==> config.mk <==
export PLATFORM = sky130hd
export DESIGN_NAME = rush_hour_tracker
export DESIGN_NICKNAME = d
export VERILOG_FILES = /design/src/rtl/rush_hour_tracker.sv
export SDC_FILE = /design/constraint.sdc
export NUM_CORES = 1
export LEC_CHECK = 0
export ABC_AREA = 1
export CAP_MARGIN = 20
export CORE_ASPECT_RATIO = 0.7
export CORE_UTILIZATION = 40
export DETAILED_ROUTE_END_ITERATION = 6
export PLACE_DENSITY = 0.68
export SYNTH_ARGS = -nofsm -noshare
export SYNTH_HDL_FRONTEND = slang
export SYNTH_SLANG_ARGS = --single-unit
==> constraint.sdc <==
create_clock -name clk -period 4.4 [get_ports clk]
set_input_delay 1.32 -clock clk [delete_from_list [all_inputs] [get_ports clk]]
set_output_delay 1.32 -clock clk [all_outputs]
set_load 0.005 [all_outputs]
==> src/rtl/rush_hour_tracker.sv <==
// rush_hour_tracker: work-day timebase plus first-rush-hour capture.
// The timebase divides clk into seconds and hours and saturates at the last
// work hour. A three-state FSM watches the lot's full/empty levels, and two
// capture registers latch the hour at which the first rush of the day starts
// and ends. work_day_increment restarts everything for a new day.
//
// Handshake: there are no valid/ready pairs. rush_start_valid and
// rush_end_valid are internal one-cycle strobes, combinational from the
// current state and inputs. They are consumed unconditionally by the capture
// registers on the same clock edge.
module rush_hour_tracker #(
  parameter int CNT_1S    = 50_000_000,
  parameter int CNT_HOUR  = 3600,
  parameter int NUM_HOURS = 8
) (
  input  logic       clk,
  input  logic       reset,
  input  logic       work_day_increment,
  input  logic       slot_empty,
  input  logic       slot_full,
  output logic [3:0] work_hour,
  output logic       expired_one_second,
  output logic       expired_one_hour,
  output logic       work_day_expired,
  output logic       rush_start_exist,
  output logic [3:0] rush_start,
  output logic       rush_end_exist,
  output logic [3:0] rush_end
);

  localparam int CW = (CNT_1S > 1) ? $clog2(CNT_1S) : 1;
  localparam int SW = (CNT_HOUR > 1) ? $clog2(CNT_HOUR) : 1;
  localparam logic [CW-1:0] CYC_LAST  = CW'(CNT_1S - 1);
  localparam logic [SW-1:0] SEC_LAST  = SW'(CNT_HOUR - 1);
  localparam logic [3:0]    HOUR_LAST = 4'(NUM_HOURS - 1);

  localparam logic [1:0] S_WAIT_FULL  = 2'd0;
  localparam logic [1:0] S_WAIT_EMPTY = 2'd1;
  localparam logic [1:0] S_DONE       = 2'd2;

  logic [CW-1:0] cyc_cnt_q, cyc_cnt_d;
  logic [SW-1:0] sec_cnt_q, sec_cnt_d;
  logic [3:0]    work_hour_q, work_hour_d;
  logic          expired_q, expired_d;
  logic [1:0]    state_q, state_d;
  logic          rush_start_exist_q, rush_start_exist_d;
  logic [3:0]    rush_start_q, rush_start_d;
  logic          rush_end_exist_q, rush_end_exist_d;
  logic [3:0]    rush_end_q, rush_end_d;

  logic sec_tick;
  logic hour_tick;
  logic rush_start_valid;
  logic rush_end_valid;

  // Timebase: second/hour ticks and next counter values; frozen once the day expires.
  always_comb begin
    sec_tick    = !expired_q && (cyc_cnt_q == CYC_LAST);
    hour_tick   = sec_tick && (sec_cnt_q == SEC_LAST);
    cyc_cnt_d   = cyc_cnt_q;
    sec_cnt_d   = sec_cnt_q;
    work_hour_d = work_hour_q;
    expired_d   = expired_q;
    if (work_day_increment) begin
      cyc_cnt_d   = '0;
      sec_cnt_d   = '0;
      work_hour_d = '0;
      expired_d   = 1'b0;
    end else if (expired_q) begin
      cyc_cnt_d = '0;
      sec_cnt_d = '0;
    end else begin
      cyc_cnt_d = sec_tick ? '0 : cyc_cnt_q + CW'(1);
      if (sec_tick) begin
        sec_cnt_d = hour_tick ? '0 : sec_cnt_q + SW'(1);
      end
      if (hour_tick) begin
        if (work_hour_q == HOUR_LAST) begin
          expired_d = 1'b1;
        end else begin
          work_hour_d = work_hour_q + 4'd1;
        end
      end
    end
  end

  // Control FSM: first full, then first genuine empty, then ignore the rest of the day.
  always_comb begin
    state_d          = state_q;
    rush_start_valid = 1'b0;
    rush_end_valid   = 1'b0;
    case (state_q)
      S_WAIT_FULL: begin
        // Both levels high is treated as full here.
        if (slot_full && !expired_q) begin
          rush_start_valid = 1'b1;
          state_d          = S_WAIT_EMPTY;
        end
      end
      S_WAIT_EMPTY: begin
        // Both levels high is not an empty lot.
        if (slot_empty && !slot_full && !expired_q) begin
          rush_end_valid = 1'b1;
          state_d        = S_DONE;
        end
      end
      S_DONE:  state_d = S_DONE;
      default: state_d = S_WAIT_FULL;
    endcase
    if (work_day_increment) begin
      state_d = S_WAIT_FULL;
    end
  end

  // Datapath: latch the hour seen before the capturing edge; a new day clears everything.
  always_comb begin
    rush_start_exist_d = rush_start_exist_q;
    rush_start_d       = rush_start_q;
    rush_end_exist_d   = rush_end_exist_q;
    rush_end_d         = rush_end_q;
    if (work_day_increment) begin
      rush_start_exist_d = 1'b0;
      rush_start_d       = '0;
      rush_end_exist_d   = 1'b0;
      rush_end_d         = '0;
    end else begin
      if (rush_start_valid) begin
        rush_start_exist_d = 1'b1;
        rush_start_d       = work_hour_q;
      end
      if (rush_end_valid) begin
        rush_end_exist_d = 1'b1;
        rush_end_d       = work_hour_q;
      end
    end
  end

  // State registers with asynchronous active-low clear.
  always_ff @(posedge clk or negedge reset) begin
    if (!reset) begin
      cyc_cnt_q          <= '0;
      sec_cnt_q          <= '0;
      work_hour_q        <= '0;
      expired_q          <= 1'b0;
      state_q            <= S_WAIT_FULL;
      rush_start_exist_q <= 1'b0;
      rush_start_q       <= '0;
      rush_end_exist_q   <= 1'b0;
      rush_end_q         <= '0;
    end else begin
      cyc_cnt_q          <= cyc_cnt_d;
      sec_cnt_q          <= sec_cnt_d;
      work_hour_q        <= work_hour_d;
      expired_q          <= expired_d;
      state_q            <= state_d;
      rush_start_exist_q <= rush_start_exist_d;
      rush_start_q       <= rush_start_d;
      rush_end_exist_q   <= rush_end_exist_d;
      rush_end_q         <= rush_end_d;
    end
  end

  assign work_hour          = work_hour_q;
  assign expired_one_second = sec_tick;
  assign expired_one_hour   = hour_tick;
  assign work_day_expired   = expired_q;
  assign rush_start_exist   = rush_start_exist_q;
  assign rush_start         = rush_start_q;
  assign rush_end_exist     = rush_end_exist_q;
  assign rush_end           = rush_end_q;

endmodule

==> out/metrics.cfg, run 1 <==
[status]
status=finished clean

[timing]
min_period_over_period_pct=82.1
fin_tns_setup_ps=0
drv_slew=0
skew_ps=5.48
hold_violations=0
tightest_slew_ps=905
period_needed_ps=3610
fmax_mhz=277
rsz0062_at_grt=no
setup_violations=0
setup_slack_ps=788
holdWs_ps=507
slew-limit-headroom_pct=39.7

[grt]
grt_use_total_pct=18.8
grt_max_degree=40
grtUsageMet2_pct=26.9
grt_overflow=0
gr-max-usage-layer=met1
met1_usage_pct=29.9
grt_pass1_vias=2576
antenna_found_initial=0
use_met3_pct=3.25
grt_pass1_wl_um=12300

[die]
coreArea_mm2=0.00745
die_area_mm2=0.00825
pin_count=22
die_h_um=76.3
die_x_um=108
rows=26
initial_core_util_pct=42.4

[detailed_routing]
wl_per_cell_um=13.2
via_per_inst=4.87
drt_first_pass_iters=4
drt-initial-drc-count=205
wirelength_um=7210
drc=0
final_antenna_net_count=0
vias=2669

[power]
max-vdd-ir-drop_v=0.000182
power_mw=0.999
p_leak_nw=1.58
p_per_area_mw_per_mm2=280

[synthesis]
ys_seq_area_share_pct=43.6
syn_inst=425
yosysWarnings=0
synth_seq_cells=55
syn_avg_cell_area_um2=7.42
synthesis.area_mm2=0.00316
synth_cell_types=30
syn_nets=436

[clock_tree]
clock_sinks=55
tritoncts.num_buffers=5
cts_resized=0
htreeDepth=2
cts_setup_buffers=0
clk_pin_slew_worst_paths_ps=100
clk_latency_ps=310
cts_tree=done
clk_path_buf_depth=2
cts-hold-fix-buffers=0
ctsRootBufferMaster=clkbuf_8

[placement]
dp_hpwl_um=5370
placed_cells=540
dp_worst_setup_slack_ps=1140
dpl_cell_area_mm2=0.00345
finalWeightedCongestion=0.885
io_buffers=21

[critical_path]
crit_required_ps=3080
arrival_ps=2290
critical_path.max_fanout=4
endpoint_kind=primary output
critPathKind=reg -> out
start_kind=flip-flop

[job]
maxCapViolations=0

[layout]
instances_no_fill=548
drive_gt1_share_pct=7.78
n_fill_cell=752
final_area_mm2=0.00357
final_core_util_pct=48.0
area_delta_synth_final_pct=13.2
diodes=0
layout.nets=460

[min_path]
hold_path.class=reg -> reg

[cell families (layout without fill, tap and decap cells)]
family	after synthesis	after routing	share of synthesized area, %
compound gates	34	34	5.95
flops	55	55	43.6
fa+ha+maj	6	6	2.38
buf+inv	57	82	7.45
xor+xnor	11	11	3.05
mux	6	6	2.14
simple gates	256	256	35.4
[flip-flops by register name, summed over array words and instances, names as in the netlist]
register and cells:
work_hour 4, sec_cnt_q 12, state_q 2, work_day_expired 1, rush_end_exist 1, rush_start_exist 1
cyc_cnt_q 26, rush_start 4, rush_end 4
[layer usage]
| metal | wire (um) | share of wire, % |
|---|---|---|
| met4 | 31 | 0.43 |
| met5 | 0 | 0 |
| met1 | 3900 | 54 |
| met3 | 312 | 4.3 |
| met2 | 2970 | 41 |
[synth_stat cells (all sizes together)]
cell / number / area (um^2)
nand2: 108 / 413
nor2: 91 / 383
dfrtp: 55 / 1380
inv: 52 / 195
nand3: 40 / 223
o21ai: 21 / 116
nor3: 12 / 60.1
a21oi: 9 / 45.0
xor2: 9 / 78.8
ha: 6 / 75.1
mux2: 6 / 67.6
buf: 5 / 40.0
a31oi: 3 / 18.8
nand4: 2 / 12.5
nor3b: 2 / 20.0
xnor2: 2 / 17.5
o21bai: 1 / 7.51
or2: 1 / 6.26
[worst paths after layout]
kind | from | to | slack, ps | depth (start not counted)
worst max-delay path | sec_cnt_q[0] | expired_one_hour | 790 | 8
worst min-delay path | sec_cnt_q[8] | sec_cnt_q[8] | 510 | 2
worst max register to register | cyc_cnt_q[0] | cyc_cnt_q[20] | 2510 | 8
worst min register to register | sec_cnt_q[8] | sec_cnt_q[8] | 510 | 2
max in group asynchronous | reset | sec_cnt_q[7] | 2510 | 2
min in group asynchronous | reset | state_q[0] | 1120 | 1
[critical path: stages (launching register included)]
cell	delay (ps)
dfrtp_1	400
ha_1	200
nand2_1	120
inv_1	90
nand2_1	100
nor2_1	340
nand2_1	150
inv_1	90
clkdlybuf4s50_1	490
[where the power goes]
| group | leakage, nW | switching (mW) | internal, mW |
|---|---|---|---|
| Clock | 0.0618 | 0.178 | 0.188 |
| Combinational | 0.762 | 0.0610 | 0.0419 |
| Sequential | 0.760 | 0.0100 | 0.521 |
[layout make-up]
class	count	area, um^2	share of cell area [%]
Clock buffer	6	82.6	2.31
Clock inverter	2	38.8	1.09
Inverter	52	195	5.46
Multi-Input combinational cell	313	1540	43.2
Sequential cell	55	1380	38.5
Tap cell	98	123	3.43
Timing Repair Buffer	22	213	5.95
[cell usage in the layout, fill, tap and decap left out, drive strengths merged]
cell type,instances
nor3,12
buf,2
mux2,6
inv,53
nand2,108
o21ai,21
nand4,2
nor2,91
nor3b,2
a21oi,9
ha,6
nand3,40
xor2,9
bufinv,1
a31oi,3
or2,1
dfrtp,55
xnor2,2
clkdlybuf4s50,20
clkbuf,6
o21bai,1
Note: power is estimated with default switching activity, not from simulation.
==> inputs of run 2 (changes only) <==
==> constraint.sdc (replaced) <==
create_clock -name clk -period 3.7 [get_ports clk]
set_input_delay 1.11 -clock clk [delete_from_list [all_inputs] [get_ports clk]]
set_output_delay 1.11 -clock clk [all_outputs]
set_load 0.005 [all_outputs]
==> out/metrics.cfg, run 2 (synthesized netlist as in run 1, its figures left out) <==
[clock_tree]
clk_pin_slew_worst_paths_ps=110  ; about the same
cts_setup_buffers=0  ; unchanged
cts_resized=0  ; unchanged
clock_sinks=55  ; unchanged
cts-hold-fix-buffers=0  ; unchanged
tritoncts.num_buffers=5  ; unchanged
clk_path_buf_depth=2  ; unchanged
ctsRootBufferMaster=clkbuf_8
htreeDepth=2  ; unchanged
cts_tree=done
clk_latency_ps=310  ; about the same

[placement]
finalWeightedCongestion=0.884  ; -0.16%
io_buffers=21  ; unchanged
dpl_cell_area_mm2=0.00346  ; +0.22%
dp_hpwl_um=5450  ; +1.5%

[job]
maxCapViolations=0  ; unchanged

[timing]
tightest_slew_ps=620  ; -285 ps
fin_tns_setup_ps=0  ; unchanged
min_period_over_period_pct=91.7
period_needed_ps=3390
rsz0062_at_grt=no
fmax_mhz=295
skew_ps=10.3  ; +4.82 ps
setup_violations=0  ; unchanged
drv_slew=0  ; unchanged
slew-limit-headroom_pct=58.6  ; +19 points
hold_violations=0  ; unchanged

[power]
p_leak_nw=1.57  ; -0.61%
p_per_area_mw_per_mm2=313  ; +12%
max-vdd-ir-drop_v=0.000179  ; -1.8%

[die]
rows=26  ; unchanged
pin_count=22  ; unchanged
die_h_um=76.3  ; unchanged
die_area_mm2=0.00825  ; unchanged
initial_core_util_pct=42.4  ; unchanged
die_x_um=108  ; unchanged
coreArea_mm2=0.00745  ; unchanged

[critical_path]
crit_required_ps=2590  ; -490 ps
endpoint_kind=primary output
arrival_ps=2280  ; about the same
critPathKind=reg -> out
critical_path.max_fanout=9  ; +5
start_kind=flip-flop

[layout]
area_delta_synth_final_pct=12.7
layout.nets=461  ; +0.22%
max_flop_register=cyc_cnt_q
top_regs=cyc_cnt_q (26), sec_cnt_q (12)
final_area_mm2=0.00356  ; -0.42%
drive_gt1_share_pct=7.98  ; +0.20 points
final_common_cell=nand2_1
layout_common_cells=nand2_1, nor2_1, dfrtp_1
largest_reg_flops=26  ; unchanged
diodes=0  ; unchanged

[detailed_routing]
drt-initial-drc-count=190  ; -7.3%
wl_per_cell_um=13.2  ; +0.58%
wirelength_um=7270  ; +0.76%
via_per_inst=4.99  ; +2.5%
vias=2740  ; +2.7%
drt_first_pass_iters=5  ; +1
final_antenna_net_count=0  ; unchanged
drc=0  ; unchanged

[grt]
grt_max_degree=27  ; -33%
antenna_found_initial=0  ; unchanged
grt_pass1_wl_um=12200  ; -0.67%
grt_pass1_vias=2536  ; -1.6%
grt_overflow=0  ; unchanged
grt_use_total_pct=18.8  ; -0.040 points

[min_path]
hold_path.class=reg -> reg

[status]
status=finished clean

## run 2: metal layers
metal,vias to the layer above,global-route usage [%],share of wire (%)
met3,6,4.19,6.0
met4,0,2.60,0.50
li1,1384,-,-
met1,1288,29.3,53
met5,-,0,0
met2,62,26.8,40
## run 2: worst paths after layout
kind,start,to,slack [ps],cells after the start
setup reg to reg,cyc_cnt_q[0],cyc_cnt_q[20],1740,8
max in group asynchronous,reset,sec_cnt_q[9],2220,2
min in group asynchronous,reset,cyc_cnt_q[5],800,1
hold reg to reg,sec_cnt_q[8],sec_cnt_q[8],500,2
setup / recovery,cyc_cnt_q[0],expired_one_hour,310,8
hold / removal,sec_cnt_q[8],sec_cnt_q[8],500,2
## run 2: area by class of cell
class,instances,area (um^2)
fillers,737,3890
multi-input cells,313,1540
flip-flops and latches,55,1380
repair buffers,23,220
inverters,52,195
well taps,98,123
clock buffers,6,82.6
clock inverters,2,16.3
## run 2: stage by stage
stage,util [%],hold WS [ps],setup slack [ps],total power [mW],std cells
2_1_floorplan,-,459,1350,0.716,425
3_3_place_gp,46.4,479,726,0.764,541
3_5_place_dp,46.4,480,662,0.767,541
4_1_cts,47.7,506,300,1.13,549
5_1_grt,47.7,549,180,1.17,549
6_report,47.7,504,308,1.11,549
## run 2: power breakdown
group	total (mW)	switching, mW	internal, mW
sequential	0.631	0.0115	0.619
combinational	0.125	0.0737	0.0508
clock	0.360	0.206	0.153
## run 2: critical path, stage by stage (launching register included)
cell and delay [ps]:
dfrtp_1 440, ha_1 240, nand3_2 130, nor2_2 140, nand2_2 120, nor2_8 200
nand2_1 100, inv_1 90, clkdlybuf4s50_1 500
==> inputs of run 3 (changes only) <==
--- a/config.mk
+++ b/config.mk
@@ -11,6 +11,7 @@
 export CORE_UTILIZATION = 40
 export DETAILED_ROUTE_END_ITERATION = 6
 export PLACE_DENSITY = 0.68
+export SETUP_SLACK_MARGIN = 0.02
 export SYNTH_ARGS = -nofsm -noshare
 export SYNTH_HDL_FRONTEND = slang
 export SYNTH_SLANG_ARGS = --single-unit
==> results of run 3 <==
The final DEF is identical to that of run 2; final timing and power are the same.
